==> config.mk <==
export PLATFORM = sky130hd
export DESIGN_NAME = rackbus_sync_lock_ctrl
export DESIGN_NICKNAME = d
export VERILOG_FILES = /design/src/rtl/rackbus_pkg.sv /design/src/rtl/rackbus_sync_flywheel.sv /design/src/rtl/rackbus_sync_lock_ctrl.sv
export SDC_FILE = /design/constraint.sdc
export NUM_CORES = 1
export LEC_CHECK = 0
export CAP_MARGIN = 20
export CORE_MARGIN = 2
export CORE_UTILIZATION = 48
export CTS_CLUSTER_SIZE = 24
export DETAILED_ROUTE_END_ITERATION = 10
export PLACE_DENSITY = 0.77
export RECOVER_POWER = 25
export SYNTH_ARGS = -nofsm -noshare
export SYNTH_HDL_FRONTEND = slang
export SYNTH_HIERARCHICAL = 1
export SYNTH_SLANG_ARGS = --single-unit
==> constraint.sdc <==
create_clock -name rxclk -period 2 [get_ports rxclk]
set_clock_uncertainty 0.15 [all_clocks]
set_input_delay 0.3 -clock rxclk [delete_from_list [all_inputs] [get_ports rxclk]]
set_output_delay 0.3 -clock rxclk [all_outputs]
set_load 0.005 [all_outputs]
==> src/rtl/rackbus_pkg.sv <==
// Shared types and default constants for the rackbus RX sync-lock supervisor.
package rackbus_pkg;

  typedef enum logic [1:0] {
    IDLE   = 2'd0,
    SEARCH = 2'd1,
    VERIFY = 2'd2,
    LOCKED = 2'd3
  } rackbus_lock_state_t;

  localparam int RACKBUS_SYNC_PERIOD = 4;
  localparam int RACKBUS_LOCK_COUNT  = 16;

endpackage

==> src/rtl/rackbus_sync_flywheel.sv <==
// Free-running frame phase counter; reload puts the current cycle at phase 0.
module rackbus_sync_flywheel
  import rackbus_pkg::*;
#(
  parameter int PERIOD = RACKBUS_SYNC_PERIOD
) (
  input  logic                      rxclk,
  input  logic                      rst_n,
  input  logic                      clear,
  input  logic                      reload,
  output logic [$clog2(PERIOD)-1:0] phase,
  output logic                      expected
);

  localparam int PW = $clog2(PERIOD);

  logic [PW-1:0] phase_reg;

  // PERIOD is a power of two, so the natural wrap of the adder is the modulo.
  always_ff @(posedge rxclk or negedge rst_n) begin
    if (!rst_n) begin
      phase_reg <= '0;
    end else if (clear) begin
      phase_reg <= '0;
    end else if (reload) begin
      phase_reg <= PW'(1);
    end else begin
      phase_reg <= phase_reg + 1'b1;
    end
  end

  assign phase    = phase_reg;
  assign expected = (phase_reg == '0);

endmodule

==> src/rtl/rackbus_sync_lock_ctrl.sv <==
// Frame-sync lock supervisor: acquires lock on a periodic sync pulse, flywheels a
// regenerated sync, counts sync errors and requests re-alignment on loss of lock.
module rackbus_sync_lock_ctrl
  import rackbus_pkg::*;
#(
  parameter int PERIOD      = RACKBUS_SYNC_PERIOD,
  parameter int LOCK_COUNT  = RACKBUS_LOCK_COUNT,
  parameter int UNLOCK_ERRS = 2,
  parameter int ERR_CNT_W   = 16
) (
  input  logic                      rxclk,
  input  logic                      rst_n,
  input  logic                      en_i,
  input  logic                      sync_i,
  input  logic                      err_clr_i,
  output logic [$clog2(PERIOD)-1:0] phase_o,
  output logic                      sync_o,
  output logic                      locked_o,
  output logic [1:0]                state_o,
  output logic [ERR_CNT_W-1:0]      err_cnt_o,
  output logic                      relock_o
);

  localparam int GW = $clog2(LOCK_COUNT + 1);
  localparam int BW = $clog2(UNLOCK_ERRS + 1);

  rackbus_lock_state_t   state_reg;
  logic [GW-1:0]         good_cnt_reg;
  logic [BW-1:0]         bad_run_reg;
  logic [ERR_CNT_W-1:0]  err_cnt_reg;
  logic                  relock_reg;

  logic                  expected;
  logic                  fly_clear;
  logic                  fly_reload;
  logic                  good;
  logic                  missing;
  logic                  extra;
  logic                  bad;
  logic [BW-1:0]         run_inc;

  assign good    = sync_i && expected;
  assign missing = expected && !sync_i;
  assign extra   = sync_i && !expected;
  assign bad     = missing || extra;
  assign run_inc = bad_run_reg + 1'b1;

  // Phase is held at 0 while idle; a new candidate pulse re-anchors it.
  assign fly_clear  = !en_i || (state_reg == IDLE);
  assign fly_reload = en_i && (((state_reg == SEARCH) && sync_i) ||
                               ((state_reg == VERIFY) && extra));

  rackbus_sync_flywheel #(
    .PERIOD (PERIOD)
  ) u_flywheel (
    .rxclk    (rxclk),
    .rst_n    (rst_n),
    .clear    (fly_clear),
    .reload   (fly_reload),
    .phase    (phase_o),
    .expected (expected)
  );

  always_ff @(posedge rxclk or negedge rst_n) begin
    if (!rst_n) begin
      state_reg    <= IDLE;
      good_cnt_reg <= '0;
      bad_run_reg  <= '0;
      err_cnt_reg  <= '0;
      relock_reg   <= 1'b0;
    end else begin
      relock_reg <= 1'b0;
      if (!en_i) begin
        state_reg    <= IDLE;
        good_cnt_reg <= '0;
        bad_run_reg  <= '0;
      end else begin
        case (state_reg)
          IDLE: state_reg <= SEARCH;
          SEARCH: begin
            if (sync_i) begin
              state_reg    <= VERIFY;
              good_cnt_reg <= '0;
            end
          end
          VERIFY: begin
            if (good) begin
              if (good_cnt_reg == GW'(LOCK_COUNT - 1)) begin
                state_reg   <= LOCKED;
                bad_run_reg <= '0;
              end else begin
                good_cnt_reg <= good_cnt_reg + 1'b1;
              end
            end else if (extra) begin
              good_cnt_reg <= '0;
            end else if (missing) begin
              state_reg <= SEARCH;
            end
          end
          LOCKED: begin
            if (good) begin
              bad_run_reg <= '0;
            end else if (bad) begin
              if (err_cnt_reg != '1) begin
                err_cnt_reg <= err_cnt_reg + 1'b1;
              end
              if (run_inc == BW'(UNLOCK_ERRS)) begin
                state_reg    <= SEARCH;
                bad_run_reg  <= '0;
                good_cnt_reg <= '0;
                relock_reg   <= 1'b1;
              end else begin
                bad_run_reg <= run_inc;
              end
            end
          end
          default: state_reg <= IDLE;
        endcase
      end
      // Clear wins over any increment scheduled above.
      if (err_clr_i) begin
        err_cnt_reg <= '0;
      end
    end
  end

  assign locked_o  = (state_reg == LOCKED);
  assign sync_o    = locked_o && expected;
  assign state_o   = state_reg;
  assign err_cnt_o = err_cnt_reg;
  assign relock_o  = relock_reg;

endmodule

==> results of run 1 <==
==> layer usage <==
layer / GRT usage / vias to the layer above / wire length (um)
met4: 0.0543 / 0 / 48
met2: 0.401 / 36 / 2340
li1: - / 743 / -
met1: 0.284 / 783 / 1950
met5: 0 / - / 0
met3: 0.0528 / 6 / 176
==> cell usage after synthesis (2+ instances only) <==
| cell type | number | area (sq um) |
|---|---|---|
| sky130_fd_sc_hd__a211oi_1 | 2 | 15.0 |
| sky130_fd_sc_hd__a21oi_1 | 5 | 25.0 |
| sky130_fd_sc_hd__a22oi_1 | 2 | 15.0 |
| sky130_fd_sc_hd__and2_1 | 2 | 12.5 |
| sky130_fd_sc_hd__and3_1 | 2 | 12.5 |
| sky130_fd_sc_hd__dfrtp_1 | 28 | 701 |
| sky130_fd_sc_hd__ha_1 | 12 | 150 |
| sky130_fd_sc_hd__inv_1 | 14 | 52.6 |
| sky130_fd_sc_hd__mux2i_1 | 3 | 30.0 |
| sky130_fd_sc_hd__nand2_1 | 15 | 56.3 |
| sky130_fd_sc_hd__nand2b_1 | 3 | 18.8 |
| sky130_fd_sc_hd__nand3_1 | 7 | 35.0 |
| sky130_fd_sc_hd__nand4_1 | 5 | 31.3 |
| sky130_fd_sc_hd__nand4_4 | 2 | 42.5 |
| sky130_fd_sc_hd__nor2_1 | 17 | 63.8 |
| sky130_fd_sc_hd__nor2b_1 | 2 | 12.5 |
| sky130_fd_sc_hd__nor3_1 | 9 | 45.0 |
| sky130_fd_sc_hd__nor4_2 | 2 | 25.0 |
| sky130_fd_sc_hd__o21ai_0 | 8 | 40.0 |
| sky130_fd_sc_hd__o41ai_1 | 2 | 17.5 |
| sky130_fd_sc_hd__xnor2_1 | 10 | 87.6 |
==> logic make-up after synthesis <==
kind of cell             after synthesis
AO/OA/AOI/OAI                         27
XOR/XNOR                              10
buffers and inverters                 18
adder cells (fa/ha/maj)               12
AND/OR/NAND/NOR                       80
multiplexers                           3
flip-flops                            28
==> layout by cell type (no fill, tap or decap), types with 2 or more instances in the layout <==
| master | n |
|---|---|
| sky130_fd_sc_hd__o21ai_1 | 3 |
| sky130_fd_sc_hd__nor3b_2 | 2 |
| sky130_fd_sc_hd__clkdlybuf4s50_1 | 24 |
| sky130_fd_sc_hd__o21ai_2 | 2 |
| sky130_fd_sc_hd__nand4_1 | 5 |
| sky130_fd_sc_hd__nand3_2 | 2 |
| sky130_fd_sc_hd__nand2b_1 | 3 |
| sky130_fd_sc_hd__buf_4 | 24 |
| sky130_fd_sc_hd__nand4_4 | 2 |
| sky130_fd_sc_hd__xnor2_1 | 10 |
| sky130_fd_sc_hd__nand2_1 | 13 |
| sky130_fd_sc_hd__dlymetal6s2s_1 | 2 |
| sky130_fd_sc_hd__ha_4 | 4 |
| sky130_fd_sc_hd__inv_2 | 4 |
| sky130_fd_sc_hd__dfrtp_1 | 28 |
| sky130_fd_sc_hd__ha_2 | 2 |
| sky130_fd_sc_hd__nor3_1 | 4 |
| sky130_fd_sc_hd__o21ai_0 | 3 |
| sky130_fd_sc_hd__mux2i_1 | 3 |
| sky130_fd_sc_hd__nand3_1 | 6 |
| sky130_fd_sc_hd__buf_6 | 4 |
| sky130_fd_sc_hd__clkbuf_4 | 3 |
| sky130_fd_sc_hd__inv_1 | 9 |
| sky130_fd_sc_hd__a21oi_2 | 4 |
| sky130_fd_sc_hd__ha_1 | 6 |
| sky130_fd_sc_hd__nor3_2 | 5 |
| sky130_fd_sc_hd__and3_1 | 2 |
| sky130_fd_sc_hd__nor2_4 | 2 |
| sky130_fd_sc_hd__nand2_2 | 2 |
| sky130_fd_sc_hd__nor2_1 | 15 |
| sky130_fd_sc_hd__nor4_4 | 2 |
| sky130_fd_sc_hd__a21oi_1 | 2 |
==> per-stage QoR <==
| step | setup TNS (ns) | cells | total power, uW | hold WS (ns) |
|---|---|---|---|---|
| after floorplan | -0.229 | 178 | 776 | -0.146 |
| after global placement | -6.74 | 269 | 915 | 0.292 |
| after detailed placement | -7.71 | 269 | 931 | 0.313 |
| after CTS | -1.90 | 275 | 1370 | 0.189 |
| after global routing | -4.23 | 280 | 1470 | 0.363 |
| final | -2.01 | 280 | 1400 | 0.339 |
==> power groups by stage <==
stage	Combinational (uW)	Sequential, uW	Clock (uW)
4_1_cts	389	597	385
3_5_place_dp	325	605	0
5_1_grt	462	600	410
6_report	426	597	373
2_1_floorplan	168	608	0
3_3_place_gp	310	605	0
==> final timing paths <==
| path | depth (start not counted) | start | slack, ns | end |
|---|---|---|---|---|
| worst max register to register | 9 | u_flywheel/phase[1]$_DFF_PN0_ | -0.20 | err_cnt_o[3]$_DFFE_PN0P_ |
| max in group asynchronous | 2 | rst_n | 0.84 | err_cnt_o[1]$_DFFE_PN0P_ |
| worst min-delay path | 1 | bad_run_reg[1]$_DFFE_PN0P_ | 0.34 | relock_o$_DFF_PN0_ |
| min in group asynchronous | 2 | rst_n | 0.38 | u_flywheel/phase[0]$_DFF_PN0_ |
| worst max-delay path | 9 | u_flywheel/phase[1]$_DFF_PN0_ | -0.20 | err_cnt_o[3]$_DFFE_PN0P_ |
| worst min register to register | 1 | bad_run_reg[1]$_DFFE_PN0P_ | 0.34 | relock_o$_DFF_PN0_ |
==> cell type report <==
type / instances / area [sq um] / area share
multi-input cells: 132 / 1140 / 0.453
inverters: 14 / 55.1 / 0.0219
well taps: 46 / 57.6 / 0.0229
repair buffers: 56 / 505 / 0.201
flip-flops and latches: 28 / 701 / 0.279
clock inverters: 1 / 30.0 / 0.0120
clock buffers: 3 / 22.5 / 0.00898
==> timing repair <==
action,4_1_cts,5_1_grt
gates resized for setup,29,19
setup buffers,2,7
setup endpoints to repair,23,28
pin swaps,8,10
==> critical path, stage by stage, from the launching register on <==
cell,delay [ns]
sky130_fd_sc_hd__dfrtp_1,0.42
sky130_fd_sc_hd__inv_2,0.08
sky130_fd_sc_hd__ha_4,0.17
sky130_fd_sc_hd__inv_4,0.04
sky130_fd_sc_hd__ha_4,0.26
sky130_fd_sc_hd__and4b_2,0.26
sky130_fd_sc_hd__buf_6,0.13
sky130_fd_sc_hd__nand4_1,0.12
sky130_fd_sc_hd__or3_1,0.35
sky130_fd_sc_hd__a21oi_2,0.15
==> flow_summary_export.csv, run 1 <==
group,metric,value,unit
setup_path,critical_path.endpoint_type,"flip-flop",
setup_path,timing.setup.critical_path_class,"reg -> reg",
power,ir_drop,0.434,mV
layout,layout.core_utilization,0.740,
yosys,postSynth.asyncResetShare,1.00,
status,failed_checks,"negative setup slack",
power,p_per_area,556,mW/mm^2
grt,overflow,0,
timing,max_slew_margin,0.504,
grt,grt_pass1_vias,1560,
placed_design,dp.final_hpwl,2.80,mm
routing,drtIter0Drc,95,
yosys,synth_area,0.00172,sq mm
yosys,post_synth_fa_ha_maj_area_fraction,0.0871,
timing,final_min_period_over_clock_period,1.10,
clocking,clkSlewWorstSetupHoldPaths,0.15,ns
yosys,yosysSeqAreaShare,0.406,
grt,global_route.usage.total,0.229,
placed_design,place.port_buffers,27,
timing,timing_hold_violations_final,0,
timing,period_minus_slack,2.20,ns
setup_path,cp.arrival,2.31,ns
die,num_io_pins,28,
timing,measured_slew_at_the_worst_slew_check_pin,0.744,ns
timing,clock.fmax,455,MHz
routing,detailed_route_via_count,1568,
clocking,clock_tree.buffer_depth,2,
placed_design,place_congestion,0.901,
power,pwr-share-seq,0.428,
yosys,synth-simple-area-share,0.289,
setup_path,critPathRequiredTime,2.11,ns
die,core.rowCount,21,
yosys,synth_edf_count,0,
clocking,htree_levels,1,
hold_path,hold_class,"reg -> reg",
yosys,synth-main-ff-cell,"sky130_fd_sc_hd__dfrtp_1",
clocking,cts_inserted_buffers,3,
routing,drc,0,
clocking,master_cell_of_the_clock_root_buffer,"sky130_fd_sc_hd__clkbuf_4",
grt,global_route_wire_length_before_repair,7.41,mm
layout,layout.cell_area.non_filler,0.00251,sq mm
clocking,numClockSinks,28,
yosys,syn-mean-instance-area,9.69,sq um
power,switching_share,0.284,
routing,vias_per_cell,5.60,
clocking,cts_tree,"done",
grt,number_of_antenna_violations_at_the_first_check_in_global_routing,0,
die,chipWidth,63.9,um
layout,layout-drive-gt1-share,0.342,
routing,detail_route.first_pass.iterations,4,
yosys,synth-xor-area-share,0.0508,
routing,drtAntennaViolNets,0,
setup_path,crit_path_max_fanout,5,
run,max-cap-violations,0,
layout,diodes,0,
setup_path,setup.worst_path.start_class,"flip-flop",
clocking,insertion_delay,0.33,ns
yosys,syn-num-nets,195,
power,power.static_leakage,0.00110,uW
timing,timing_max_transition_violations_final,0,
yosys,synth_cell_type_count,47,
die,dieArea,0.00409,sq mm
yosys,postSynthRegisterBits,28,
layout,design.final.nets,252,
layout,area_growth,45.5,%
die,floorplan.core_area,0.00339,sq mm
routing,routed_wire_length_per_instance,16.1,um
die,floorplan.initialDensity,0.509,
placed_design,detailedPlace.worstSlack,-0.455,ns
timing,setup_viol,20,
layout,largest_reg_flops,16,
yosys,synth_compound_gate_area_share,0.104,
die,chipHeight,63.9,um
timing,post-route-worst-setup-slack,-0.196,ns
grt,maximum_number_of_pins_on_one_net_before_global_route_repair,29,
layout,num-fill-cells,215,
power,power_frac_comb,0.305,
power,net-switching-power,396,uW
status,result_of_the_run,"finished with violations",
routing,detail_route.wirelength,4.52,mm
timing,grt_setup_unrepaired,"true",
yosys,synth.mux.area_fraction,0.0174,
yosys,synthesis.instances,178,
power,share_clk_of_total_power,0.267,
clocking,total_of_hold_buffers_inserted_after_clock_tree_synthesis,0,
yosys,main_combinational_cell_family_by_area_after_synthesis,"simple AND/OR/NAND/NOR gates",
placed_design,postPlaceCellArea,0.00223,sq mm
power,intPower,999,uW
yosys,synth_warnings,6,
Note: power is estimated with default switching activity, not from simulation.
==> run 2: changes to the inputs <==
--- a/config.mk
+++ b/config.mk
@@ -7,11 +7,13 @@
 export LEC_CHECK = 0
 export CAP_MARGIN = 20
 export CORE_MARGIN = 2
-export CORE_UTILIZATION = 48
+export CORE_UTILIZATION = 35
+export CTS_CLUSTER_DIAMETER = 200
 export CTS_CLUSTER_SIZE = 24
 export DETAILED_ROUTE_END_ITERATION = 10
-export PLACE_DENSITY = 0.77
+export PLACE_DENSITY = 0.59
 export RECOVER_POWER = 25
+export SLEW_MARGIN = 40
 export SYNTH_ARGS = -nofsm -noshare
 export SYNTH_HDL_FRONTEND = slang
 export SYNTH_HIERARCHICAL = 1
==> run 2 against run 1 <==
Effect of this change: setup slack better by 0.058 ns; combinational power is 2% higher; first-iteration DRC count is 27% lower; global-route usage is 6.7 points lower; sequential power hardly changed; register-to-register slack better by 0.06 ns; cell count is 9.6% higher; flip-flop and latch count stayed put; the flow still finishes with violations (negative setup slack).
==> flow_summary_export.csv, run 2 (synthesis results as in run 1) <==
group,metric,value,unit
timing,holdWs,0.304,ns
setup_path,crit_path_max_fanout,4,
layout,diodes,0,
die,floorplan.initialDensity,0.365,
routing,vias_per_cell,4.96,
status,result_of_the_run,"finished with violations",
setup_path,critical_path.endpoint_type,"flip-flop",
timing,timing_max_transition_violations_final,0,
routing,drc,0,
grt,overflow,0,
timing,post-route-worst-setup-slack,-0.138,ns
setup_path,timing.setup.critical_path_class,"reg -> reg",
routing,drtIter0Drc,69,
setup_path,critPathRequiredTime,2.02,ns
timing,setup_viol,13,
timing,timing_hold_violations_final,0,
routing,drtAntennaViolNets,0,
setup_path,r2r_slack,-0.14,ns
die,dieArea,0.00550,sq mm
power,ir_drop,0.309,mV
timing,grt_setup_unrepaired,"true",
run,max-cap-violations,0,
placed_design,place.port_buffers,27,
status,failed_checks,"negative setup slack",
routing,detail_route.first_pass.iterations,6,
layout,layout.core_utilization,0.546,
timing,measured_slew_at_the_worst_slew_check_pin,0.734,ns
layout,layout.cells.most_common,"sky130_fd_sc_hd__buf_4",
routing,detail_route.wirelength,4.05,mm
setup_path,setup.worst_path.start_class,"flip-flop",
timing,max_slew_margin,0.511,
layout,layout-drive-gt1-share,0.350,
grt,number_of_antenna_violations_at_the_first_check_in_global_routing,0,
clocking,clkSlewWorstSetupHoldPaths,0.10,ns
layout,multi_input_comb_area,0.00115,sq mm
timing,final_min_period_over_clock_period,1.07,
clocking,htree_levels,1,
die,chipWidth,74.2,um
die,num_io_pins,28,
clocking,cts_inserted_buffers,3,
clocking,numClockSinks,28,
routing,detailed_route_via_count,1523,
timing,period_minus_slack,2.14,ns
layout,area_growth,49.6,%
clocking,master_cell_of_the_clock_root_buffer,"sky130_fd_sc_hd__clkbuf_8",
placed_design,dp.final_hpwl,2.85,mm
die,core.rowCount,25,
clocking,cts_tree,"done",
grt,maximum_number_of_pins_on_one_net_before_global_route_repair,29,
grt,global_route.usage.total,0.162,
layout,layout.cells.most_common_list,"sky130_fd_sc_hd__buf_4 (32), sky130_fd_sc_hd__dfrtp_1 (28), sky130_fd_sc_hd__clkdlybuf4s50_1 (25), sky130_fd_sc_hd__nor2_1 (16), sky130_fd_sc_hd__nand2_1 (13)",
layout,seq_area,701,sq um
die,chipHeight,74.2,um
hold_path,hold_class,"reg -> reg",
hold_path,hold_path_startpoint,"bad_run_reg[1]$_DFFE_PN0P_",
layout,largest_reg_flops,16,
grt,global_route_wire_length_before_repair,6.85,mm
clocking,total_of_hold_buffers_inserted_after_clock_tree_synthesis,0,
setup_path,cp.arrival,2.16,ns
clocking,clock_tree.buffer_depth,2,
setup_path,setup.worst_path.start,"u_flywheel/phase[1]$_DFF_PN0_",
timing,clock.fmax,468,MHz
setup_path,r2r_start,"u_flywheel/phase[1]$_DFF_PN0_",
power,p_per_area,523,mW/mm^2
die,floorplan.core_area,0.00472,sq mm
routing,routed_wire_length_per_instance,13.2,um
clocking,insertion_delay,0.27,ns
layout,design.final.nets,259,
power,power.static_leakage,0.00109,uW
grt,grt_pass1_vias,1499,
placed_design,place_congestion,0.771,
layout,num-fill-cells,449,
## run 2: cell count changes in the layout (fill, tap and decap cells not counted), moves of 2 or more
| cell | change |
|---|---|
| sky130_fd_sc_hd__clkbuf_8 | +3 |
| sky130_fd_sc_hd__buf_4 | +8 |
| sky130_fd_sc_hd__clkbuf_4 | -3 |
| sky130_fd_sc_hd__dlymetal6s2s_1 | -2 |
## run 2: per-layer routing
layer  part of all wire  track usage  vias to the layer above  routed length (um)
li1                   -            -                      761                   -
met1               0.49        0.228                      734                2000
met4              0.014       0.0485                        0                  56
met2               0.47        0.260                       24                1890
met3              0.027       0.0203                        4                 108
met5                  0            0                        -                   0
## run 2: area by class of cell
type                    count  share of cell area
clock buffers               3              0.0160
repair buffers             63               0.212
well taps                  67              0.0325
multi-input cells         132               0.446
flip-flops and latches     28               0.272
inverters                  14              0.0213
## run 2: worst paths after layout
path	end	cells past startpoint
max in group asynchronous	bad_run_reg[0]$_DFFE_PN0P_	2
setup / recovery	err_cnt_o[13]$_DFFE_PN0P_	10
hold / removal	relock_o$_DFF_PN0_	1
setup reg to reg	err_cnt_o[13]$_DFFE_PN0P_	10
min in group asynchronous	good_cnt_reg[0]$_DFFE_PN0P_	2
hold reg to reg	relock_o$_DFF_PN0_	1
## run 2: per-stage QoR
step	TNS [ns]	std cells	setup WS, ns	cell area (sq um)	power [uW]
after floorplan	-0.229	178	-0.110	1760	776
after global placement	-6.32	298	-0.398	2320	944
after detailed placement	-6.86	298	-0.427	2320	948
after CTS	-0.945	306	-0.124	2530	1350
after global routing	-2.68	307	-0.234	2580	1430
final	-0.783	307	-0.138	2580	1350
## run 2: critical path, stage by stage, from the launching register on
cell	delay, ns
sky130_fd_sc_hd__dfrtp_1	0.40
sky130_fd_sc_hd__inv_2	0.07
sky130_fd_sc_hd__ha_4	0.16
sky130_fd_sc_hd__inv_4	0.04
sky130_fd_sc_hd__ha_4	0.26
sky130_fd_sc_hd__and4b_2	0.24
sky130_fd_sc_hd__buf_4	0.12
sky130_fd_sc_hd__nand4_4	0.14
sky130_fd_sc_hd__nor4b_4	0.26
sky130_fd_sc_hd__xnor2_1	0.14
sky130_fd_sc_hd__nor2_1	0.05
## run 2: what timing repair did
action / CTS / global route
pin swaps: 15 / 4
resized for setup: 31 / 11
buffers inserted: 5 / 1
hold endpoints to repair: 0 / 0
endpoints found under the setup margin: 17 / 23
## run 2: power by group
group / switching [uW] / internal [uW] / leakage, uW
clock: 181 / 136 / 0.0000216
combinational: 197 / 239 / 0.000677
sequential: 14.7 / 581 / 0.000389
total: 392 / 956 / 0.00109
